### config.mk
export PLATFORM = sky130hd
export DESIGN_NAME = muldiv_sequencer_flat
export DESIGN_NICKNAME = d
export VERILOG_FILES = /design/src/rtl/muldiv_sequencer_pkg.sv /design/src/rtl/muldiv_sequencer_if.sv /design/src/rtl/muldiv_sequencer_wait_counter.sv /design/src/rtl/muldiv_sequencer.sv /design/src/flat_wrapper.sv
export SDC_FILE = /design/constraint.sdc
export NUM_CORES = 1
export LEC_CHECK = 0
export BUFFER_PORTS_ARGS = -buffer_cell sky130_fd_sc_hd__clkbuf_2
export CORE_MARGIN = 2
export CORE_UTILIZATION = 47
export CTS_BUF_LIST = sky130_fd_sc_hd__clkbuf_16
export DETAILED_ROUTE_END_ITERATION = 10
export HOLD_SLACK_MARGIN = 0.03
export PLACE_DENSITY = 0.72
export SYNTH_ARGS = -nofsm -noshare
export SYNTH_HDL_FRONTEND = slang
export SYNTH_SLANG_ARGS = --single-unit
### constraint.sdc
create_clock -name clk -period 1.65 [get_ports clk]
set_input_delay 0.165 -clock clk [delete_from_list [all_inputs] [get_ports clk]]
set_output_delay 0.165 -clock clk [all_outputs]
set_load 0.05 [all_outputs]
### src/rtl/muldiv_sequencer_pkg.sv
// Shared encodings for the mult/div sequencer: FSM states, operation select
// and exception cause values.
package muldiv_pkg;

    typedef enum logic [2:0] {
        IDLE  = 3'd0,
        START = 3'd1,
        WAIT  = 3'd2,
        WRITE = 3'd3,
        DONE  = 3'd4,
        ERR   = 3'd5
    } seqStateT;

    localparam logic OP_MULT = 1'b0;
    localparam logic OP_DIV  = 1'b1;

    localparam logic CAUSE_DIVZERO = 1'b0;
    localparam logic CAUSE_TIMEOUT = 1'b1;

endpackage

### src/rtl/muldiv_sequencer_if.sv
// Handshake bundle between the control unit / arithmetic units and the
// mult/div sequencer. The sequencer uses the slave view.
interface muldiv_sequencer_if;

    logic op_valid;
    logic op_sel;
    logic flush;
    logic mult_end;
    logic div_end;
    logic div_zero;
    logic MultCtrl;
    logic DivCtrl;
    logic HILOCtrl;
    logic WriteHILO;
    logic busy;
    logic done;
    logic exc;
    logic exc_cause;

    modport master (
        output op_valid, op_sel, flush, mult_end, div_end, div_zero,
        input  MultCtrl, DivCtrl, HILOCtrl, WriteHILO, busy, done, exc, exc_cause
    );

    modport slave (
        input  op_valid, op_sel, flush, mult_end, div_end, div_zero,
        output MultCtrl, DivCtrl, HILOCtrl, WriteHILO, busy, done, exc, exc_cause
    );

endinterface

### src/rtl/muldiv_sequencer_wait_counter.sv
// Wait-cycle counter for the sequencer: clears, counts while enabled and
// holds at the terminal count (TIMEOUT_CYCLES-1), flagging it.
module muldiv_wait_counter #(
    parameter int TIMEOUT_CYCLES = 64,
    parameter int CNT_W          = 7
) (
    input  logic clk,
    input  logic reset,
    input  logic clr,
    input  logic en,
    output logic termCnt
);

    localparam logic [CNT_W-1:0] TC_VAL = CNT_W'(TIMEOUT_CYCLES - 1);

    logic [CNT_W-1:0] count;

    assign termCnt = (count == TC_VAL);

    always_ff @(posedge clk or negedge reset) begin
        if (!reset) begin
            count <= '0;
        end else if (clr) begin
            count <= '0;
        end else if (en && !termCnt) begin
            count <= count + 1'b1;
        end
    end

endmodule

### src/rtl/muldiv_sequencer.sv
// Sequences one MULT/DIV at a time through the shared units and the HI/LO
// write, with divide-by-zero and timeout exceptions and a synchronous flush.
module muldiv_sequencer
    import muldiv_pkg::*;
#(
    parameter int TIMEOUT_CYCLES = 64,
    parameter int CNT_W          = 7
) (
    input logic                clk,
    input logic                reset,
    muldiv_sequencer_if.slave  bus
);

    seqStateT state;
    seqStateT nextState;
    logic     opReg;
    logic     nextOp;
    logic     excCause;
    logic     nextCause;
    logic     termCnt;
    logic     selEnd;

    logic multCtrlQ;
    logic divCtrlQ;
    logic writeHiloQ;
    logic busyQ;
    logic doneQ;
    logic excQ;

    // Only the end flag of the unit actually started is honoured.
    assign selEnd = (opReg == OP_DIV) ? bus.div_end : bus.mult_end;

    muldiv_wait_counter #(
        .TIMEOUT_CYCLES (TIMEOUT_CYCLES),
        .CNT_W          (CNT_W)
    ) u_waitCounter (
        .clk     (clk),
        .reset   (reset),
        .clr     ((state == START) || bus.flush),
        .en      (state == WAIT),
        .termCnt (termCnt)
    );

    always_comb begin
        nextState = state;
        nextOp    = opReg;
        nextCause = excCause;
        if (bus.flush) begin
            nextState = IDLE;
        end else begin
            case (state)
                IDLE: begin
                    if (bus.op_valid) begin
                        nextState = START;
                        nextOp    = bus.op_sel;
                    end
                end
                START: nextState = WAIT;
                WAIT: begin
                    if (selEnd) begin
                        if ((opReg == OP_DIV) && bus.div_zero) begin
                            nextState = ERR;
                            nextCause = CAUSE_DIVZERO;
                        end else begin
                            nextState = WRITE;
                        end
                    end else if (termCnt) begin
                        nextState = ERR;
                        nextCause = CAUSE_TIMEOUT;
                    end
                end
                WRITE:   nextState = DONE;
                DONE:    nextState = IDLE;
                ERR:     nextState = IDLE;
                default: nextState = IDLE;
            endcase
        end
    end

    // Outputs are registered from the next state so they line up with it.
    always_ff @(posedge clk or negedge reset) begin
        if (!reset) begin
            state      <= IDLE;
            opReg      <= OP_MULT;
            excCause   <= CAUSE_DIVZERO;
            multCtrlQ  <= 1'b0;
            divCtrlQ   <= 1'b0;
            writeHiloQ <= 1'b0;
            busyQ      <= 1'b0;
            doneQ      <= 1'b0;
            excQ       <= 1'b0;
        end else begin
            state      <= nextState;
            opReg      <= nextOp;
            excCause   <= nextCause;
            multCtrlQ  <= (nextState == START) && (nextOp == OP_MULT);
            divCtrlQ   <= (nextState == START) && (nextOp == OP_DIV);
            writeHiloQ <= (nextState == WRITE);
            busyQ      <= (nextState != IDLE);
            doneQ      <= (nextState == DONE);
            excQ       <= (nextState == ERR);
        end
    end

    assign bus.MultCtrl  = multCtrlQ;
    assign bus.DivCtrl   = divCtrlQ;
    assign bus.HILOCtrl  = opReg;
    assign bus.WriteHILO = writeHiloQ;
    assign bus.busy      = busyQ;
    assign bus.done      = doneQ;
    assign bus.exc       = excQ;
    assign bus.exc_cause = excCause;

endmodule

### src/flat_wrapper.sv
// flat-port wrapper written by rule: the top's interface ports become plain ports
module muldiv_sequencer_flat import muldiv_pkg::*;
#(
    parameter int TIMEOUT_CYCLES = 64,
    parameter int CNT_W          = 7
)
  (clk, reset, bus_op_valid, bus_op_sel, bus_flush, bus_mult_end, bus_div_end, bus_div_zero, bus_MultCtrl, bus_DivCtrl, bus_HILOCtrl, bus_WriteHILO, bus_busy, bus_done, bus_exc, bus_exc_cause);
  muldiv_sequencer_if bus_i ();
  input logic clk;
  input logic reset;
  input wire logic [$bits(bus_i.op_valid)-1:0] bus_op_valid;
  input wire logic [$bits(bus_i.op_sel)-1:0] bus_op_sel;
  input wire logic [$bits(bus_i.flush)-1:0] bus_flush;
  input wire logic [$bits(bus_i.mult_end)-1:0] bus_mult_end;
  input wire logic [$bits(bus_i.div_end)-1:0] bus_div_end;
  input wire logic [$bits(bus_i.div_zero)-1:0] bus_div_zero;
  output wire logic [$bits(bus_i.MultCtrl)-1:0] bus_MultCtrl;
  output wire logic [$bits(bus_i.DivCtrl)-1:0] bus_DivCtrl;
  output wire logic [$bits(bus_i.HILOCtrl)-1:0] bus_HILOCtrl;
  output wire logic [$bits(bus_i.WriteHILO)-1:0] bus_WriteHILO;
  output wire logic [$bits(bus_i.busy)-1:0] bus_busy;
  output wire logic [$bits(bus_i.done)-1:0] bus_done;
  output wire logic [$bits(bus_i.exc)-1:0] bus_exc;
  output wire logic [$bits(bus_i.exc_cause)-1:0] bus_exc_cause;
  assign bus_i.op_valid = bus_op_valid;
  assign bus_i.op_sel = bus_op_sel;
  assign bus_i.flush = bus_flush;
  assign bus_i.mult_end = bus_mult_end;
  assign bus_i.div_end = bus_div_end;
  assign bus_i.div_zero = bus_div_zero;
  assign bus_MultCtrl = bus_i.MultCtrl;
  assign bus_DivCtrl = bus_i.DivCtrl;
  assign bus_HILOCtrl = bus_i.HILOCtrl;
  assign bus_WriteHILO = bus_i.WriteHILO;
  assign bus_busy = bus_i.busy;
  assign bus_done = bus_i.done;
  assign bus_exc = bus_i.exc;
  assign bus_exc_cause = bus_i.exc_cause;
  muldiv_sequencer #(.TIMEOUT_CYCLES(TIMEOUT_CYCLES), .CNT_W(CNT_W)) u_core (.clk(clk), .reset(reset), .bus(bus_i));
endmodule
# [After elaboration in Yosys (flattened, before gate mapping)]
# Cells that the tools add are included.
[word_totals] ff_bits=18 input_bits=8 output_inout_bits=8 wordCells=48
[op_classes] addsub=1 eq_ne=9 muxes=15 bitwise_logic=2 reduce_logical=11
[op_table] cell="$mux 3" n=5
[op_table] cell="$mux 7" n=2
[op_table] cell="$pmux 3 s4" n=1
[op_table] cell="$eq 3x2->1 const B" n=3
[op_table] cell="$add 7x1->7 const B" n=1
[op_table] cell="$eq 7x6->1 const B" n=1
[op_table] cell="$mux 1" n=7
[op_table] cell="$eq 3x1->1 const B" n=2
[op_table] cell="$eq 3x3->1 const B" n=2
[op_table] cell="$logic_and 1x1->1" n=4
[op_table] cell="$reduce_and 4->1" n=1
[op_table] cell="$reduce_bool 2->1" n=2
[op_table] cell="$logic_not 3->1" n=1
[op_table] cell="$reduce_bool 3->1" n=1
[op_table] cell="$ne 2x2->1 const B" n=1
[op_table] cell="$not 1->1" n=2
[op_table] cell="$logic_not 1->1" n=1
[op_table] cell="$logic_or 1x1->1" n=1

# [Logic depth before layout (Yosys ltp)]
[logic_depth] word_depth=7 depth_mapped=5

# [By module]
# A second synthesis with hierarchy kept.
[unflattened] hier_cells=82 hier_area_um2=922.1
[by_module_without_submodules] module="muldiv_sequencer" n_inst=1 cells_per_inst=44 area_per_inst_um2=513.0 seq_area_each_um2=275.3
[by_module_without_submodules] module="muldiv_wait_counter" n_inst=1 cells_per_inst=38 area_per_inst_um2=409.1 seq_area_each_um2=175.2

# [Worst setup path before layout]
# OpenSTA, ideal clock, no wires.
[synth_timing] path_kind="register to register" startpoint="reg u_core.opReg, in the netlist u_core.bus.HILOCtrl" endpoint="reg u_core.busyQ, in the netlist u_core.bus.busy" setup_ns=0.149 arrival_time_ns=1.738 required_ns=1.501 slack_ns=-0.238 path_stages_with_launch=5 n_path_buf=0 path_cell_list="dfrtp_1 -> mux2_2 -> or3_1 -> a21boi_2 -> o311ai_0"
[synth_between] elab_chain_len=6 word_cells_on_any_way=7 classes_between="mux (5); reduce/logical (2)"
[synth_lines] item="start: declaration" line="muldiv_sequencer.sv:16" text="logic opReg;"
[synth_lines] item="start signal: assignment" line="muldiv_sequencer.sv:94" text="opReg <= nextOp;"
[synth_lines] item="$logic_and 1x1->1" line="muldiv_sequencer.sv:61" text="if ((opReg == OP_DIV) && bus.div_zero) begin"
[synth_lines] item="$mux 3" line="muldiv_sequencer.sv:61"
[synth_lines] item="$mux 3 *" line="muldiv_sequencer.sv:60" text="if (selEnd) begin"
[synth_lines] item="$pmux 3 s4 *" line="muldiv_sequencer.sv:51" text="case (state)"
[synth_lines] item="$mux 3 *" line="muldiv_sequencer.sv:48" text="if (bus.flush) begin"
[synth_lines] item="$reduce_bool 3->1 *" line="muldiv_sequencer.sv:99" text="busyQ <= (nextState != IDLE);"
[synth_lines] item="end signal: assignment" line="muldiv_sequencer.sv:99"
[synth_lines] item="end: declaration" line="muldiv_sequencer.sv:26" text="logic busyQ;"
# Every way passes the cells marked *; elsewhere a longest branch is shown, timed or not.
# A chain may end at the register's enable or synchronous reset.

# [Final worst setup path]
[layout_timing] startpoint="reg u_core.state[0]" endpoint="reg u_core.opReg, in the netlist u_core.bus.HILOCtrl"
[layout_between] elab_chain_len=3
[layout_lines] item="start: declaration" line="muldiv_sequencer.sv:14" text="seqStateT state;"
[layout_lines] item="start signal: assignment" line="muldiv_sequencer.sv:93" text="state <= nextState;"
[layout_lines] item="$logic_not 3->1" line="muldiv_sequencer.sv:51"
[layout_lines] item="$mux 1" line="muldiv_sequencer.sv:51"
[layout_lines] item="$mux 1" line="muldiv_sequencer.sv:48"
[layout_lines] item="named net u_core.nextOp" line="muldiv_sequencer.sv:17" text="logic nextOp;"
# The timed path passes the listed nets, and every way through them passes these cells.

==> metrics.md <==
| Metric | Value |
|---|---|
| Outcome | `complete, no violations` |
| Worst path slowest cell | `or4b_4` |
| Mapped Avg Cell Area | `10.65 sq um` |
| EDFF count, synth | `0` |
| Cells after Synth | `82` |
| Largest net degree at the start of global routing | `19` |
| # DRC | `0` |
| Fillers | `130` |
| Final setup vio count | `0` |
| Initial antenna violation count | `0` |
| Switching part of the total | `0.2775` |
| Clock power frac | `0.376` |
| Slew Viols, Final | `0` |
| Clock skew | `approximately 0.0035 ns` |
| H-tree Lvls | `1` |
| Vias in the first global route | `703` |
| Fin crit period | `1.600 ns` |
| RD Place Congestion | `0.8273` |
| Element type at the critical path start | `flip-flop` |
| Max Clk Rate | `624.9 MHz` |
| Post-synthesis cell area | `slightly below 900 sq um` |
| Met3 usage | `0.04615` |
| Flop pwr share | `0.389` |
| Power Internal | `roughly 0.00091 W` |
| Mapped Nets | `91` |
| Root buf cell | `clkbuf_16` |
| CTS Buf Count | `3` |
| Crit path capture type | `flip-flop` |
| Biggest registers after layout | `u_core.u_waitCounter.count: 7 flops, u_core.state: 3 flops` |
| Die Wd | `around 47 um` |
| Slew HR | `0.7116` |
| Lkg Pwr | `between 0.5 and 0.6 nW` |
| Grt ovf | `0` |
| Top Usage Layer GRT | `met2` |
| Via count | `773` |
| Critical Path Max Stage Delay | `approximately 0.57 ns` |
| Top cell type's share of synthesized area | `0.5158` |
| Net Switching | `0.0003512 W` |
| Kind of critical path | `flip-flop to flip-flop` |
| Crit-path cells | `or4b_4 -> nor2_1 -> mux2_1` |
| Drt first pass iters | `4` |
| Clock buffer depth | `2` |
| Met1 global-route usage | `0.2676` |
| Wire per inst | `13.91 um` |
| Drt via density | `about 5.5` |
| 1st-iter DRT viols | `19` |
| Yosys cell types | `37` |
| Worst path top cell family by delay | `simple AND/OR/NAND/NOR gates` |
| Die H | `between 40 and 50 um` |
| P&R area growth vs syn | `38.11%` |
| DP Wirelength | `1343 um` |
| Starting Density | `0.5004` |
| WP data required | `about 1.8 ns` |
| I/O pin cnt | `16` |
| GRT Overall Usage | `0.1975` |
| First-pass GRT wire length | `~3000 um` |
| ANT cells | `0` |
| Met2 usage | `0.3041` |
| Worst path bufs/invs | `0` |
| Hold Path Class | `input pin to flip-flop` |
| Worst-path clk slew | `0.05 ns` |
| Pwr Total | `0.001266 W` |
| Cell Area, Placed | `approximately 1100 sq um` |
| Top post-synthesis cells by area | `dfrtp_1 (52%), o21ai_0 (3.4%), nor2_1 (3.0%), nand2_1 (2.6%), a21oi_1 (2.3%)` |
| Row count | `15` |
| CTS tree | `done` |
| Core ar. | `roughly 1700 sq um` |
| Layout cell share with drive strength beyond 1 | `0.3707` |
| Worst Max-Slew Pin Slew | `0.4296 ns` |
| Most flops, register | `u_core.u_waitCounter.count` |
| Peak supply drop | `between 0.0007 and 0.0008 V` |
| Die Area | `approximately 2200 sq um` |
| Worst skew pair latency | `between 0.2 and 0.3 ns` |
| DRT Wirelength | `just under 2000 um` |
| Maxcap violations | `0` |
| Yosys reg bits | `18` |
| Power Dens Cells | `1049 nW/um^2` |
| Synth area leader | `dfrtp_1` |
| Fin. Hold Viols | `0` |
| Register area share after synthesis | `0.5158` |
| Part of the power in combinational logic | `0.235` |
| Fraction of registers with async set/reset | `1.000` |
| Worst-path fanout max | `5` |
| Max reg flops | `7` |
| Worst endpoint data arrival time | `about 1.7 ns` |
| Number of nets in the finished design | `between 100 and 150` |
| Sinks on Clock Net | `18` |
| Synth warn | `0` |
| Synth Flop Type | `dfrtp_1` |
| PortBufs | `15` |
| Routed Antenna Nets | `0` |
| Final instance area | `1206 sq um` |
| Final worst path period share | `0.9698` |
-- power by group through the flow --
stage	sequential, W	clock, W	combinational (W)
2_1_floorplan	0.000570	0	0.0000981
3_3_place_gp	0.000496	0	0.000270
3_5_place_dp	0.000497	0	0.000277
4_1_cts	0.000490	0.000488	0.000284
5_1_grt	0.000495	0.000504	0.000319
6_report	0.000492	0.000476	0.000298
-- layer usage --
| layer | up-vias | share of wire |
|---|---|---|
| li1 | 377 | - |
| met1 | 361 | 0.48 |
| met2 | 30 | 0.44 |
| met3 | 5 | 0.060 |
| met4 | 0 | 0.017 |
| met5 | - | 0 |
-- final timing paths --
check,slack (ns),to,depth (start not counted),start
max,0.05,u_core.bus.HILOCtrl,3,u_core.state[0]
min,0.10,u_core.bus.MultCtrl,2,bus_op_sel
max reg2reg,0.05,u_core.bus.HILOCtrl,3,u_core.state[0]
min reg2reg,0.54,u_core.bus.exc_cause,2,u_core.bus.exc_cause
max in group asynchronous,0.93,u_core.bus.HILOCtrl,2,reset
min in group asynchronous,0.39,u_core.u_waitCounter.count[2],2,reset
-- Yosys cell counts, types with 2 or more instances --
library cell,count
dfrtp_1,18
nor2_1,7
nand2_1,6
o21ai_0,6
a21oi_1,4
nor3_1,4
inv_1,3
mux2i_1,2
nand3_1,2
nor3b_1,2
or3_1,2
-- layout make-up --
type | count | area (sq um) | area share
flip-flops and latches | 18 | 454.2 | 0.3766
multi-input cells | 61 | 440.4 | 0.3651
repair buffers | 30 | 190.2 | 0.1577
clock buffers | 3 | 75.07 | 0.06224
well taps | 25 | 31.28 | 0.02593
inverters | 3 | 11.26 | 0.009336
clock inverters | 1 | 3.754 | 0.003112
-- kinds of logic after synthesis --
kind of cell               after synthesis  share of synthesized area
and+or+nand+nor                         34                     0.2378
AOI/OAI and AO/OA                       20                     0.1505
DFF                                     18                     0.5158
muxes                                    4                    0.04871
buffers and inverters                    3                    0.01289
xor gates and xnor gates                 2                    0.02006
adders and majority gates                1                    0.01432
-- through the flow --
stage | std cells | worst slack [ns] | hold slack, ns | setup TNS [ns] | utilization
after global routing | 141 | -0.006620 | 0.1141 | -0.006620 | 0.6910
after global placement | 135 | 0.04251 | 0.1213 | 0 | 0.6229
after CTS | 140 | 0.004105 | 0.09877 | 0 | 0.6760
after detailed placement | 135 | 0.01208 | 0.1294 | 0 | 0.6229
after floorplan | 82 | 0.002555 | -0.1306 | 0 | -
final | 141 | 0.04977 | 0.1005 | 0 | 0.6910
-- layout by cell type (no fill, tap or decap), drive strengths merged, types with 2 or more instances in the layout --
cell type and n:
clkbuf 18, buf 14, mux2 2, or3 2
dfrtp 18, o21ai 7, a21oi 4, nand3 2
inv 4, nand2 6, nor3b 3, nor2 7
nor3 4, mux2i 2, a21boi 2
-- repair_timing --
action                                  4_1_cts  5_1_grt
gates cloned                                  0        0
buffers inserted                              0        1
pin swaps                                     0        0
hold endpoints to repair                     18        0
resized for setup                             1        5
hold buffers                                  1        0
endpoints found under the setup margin        1        4
Power figures use the tool's default switching activity.
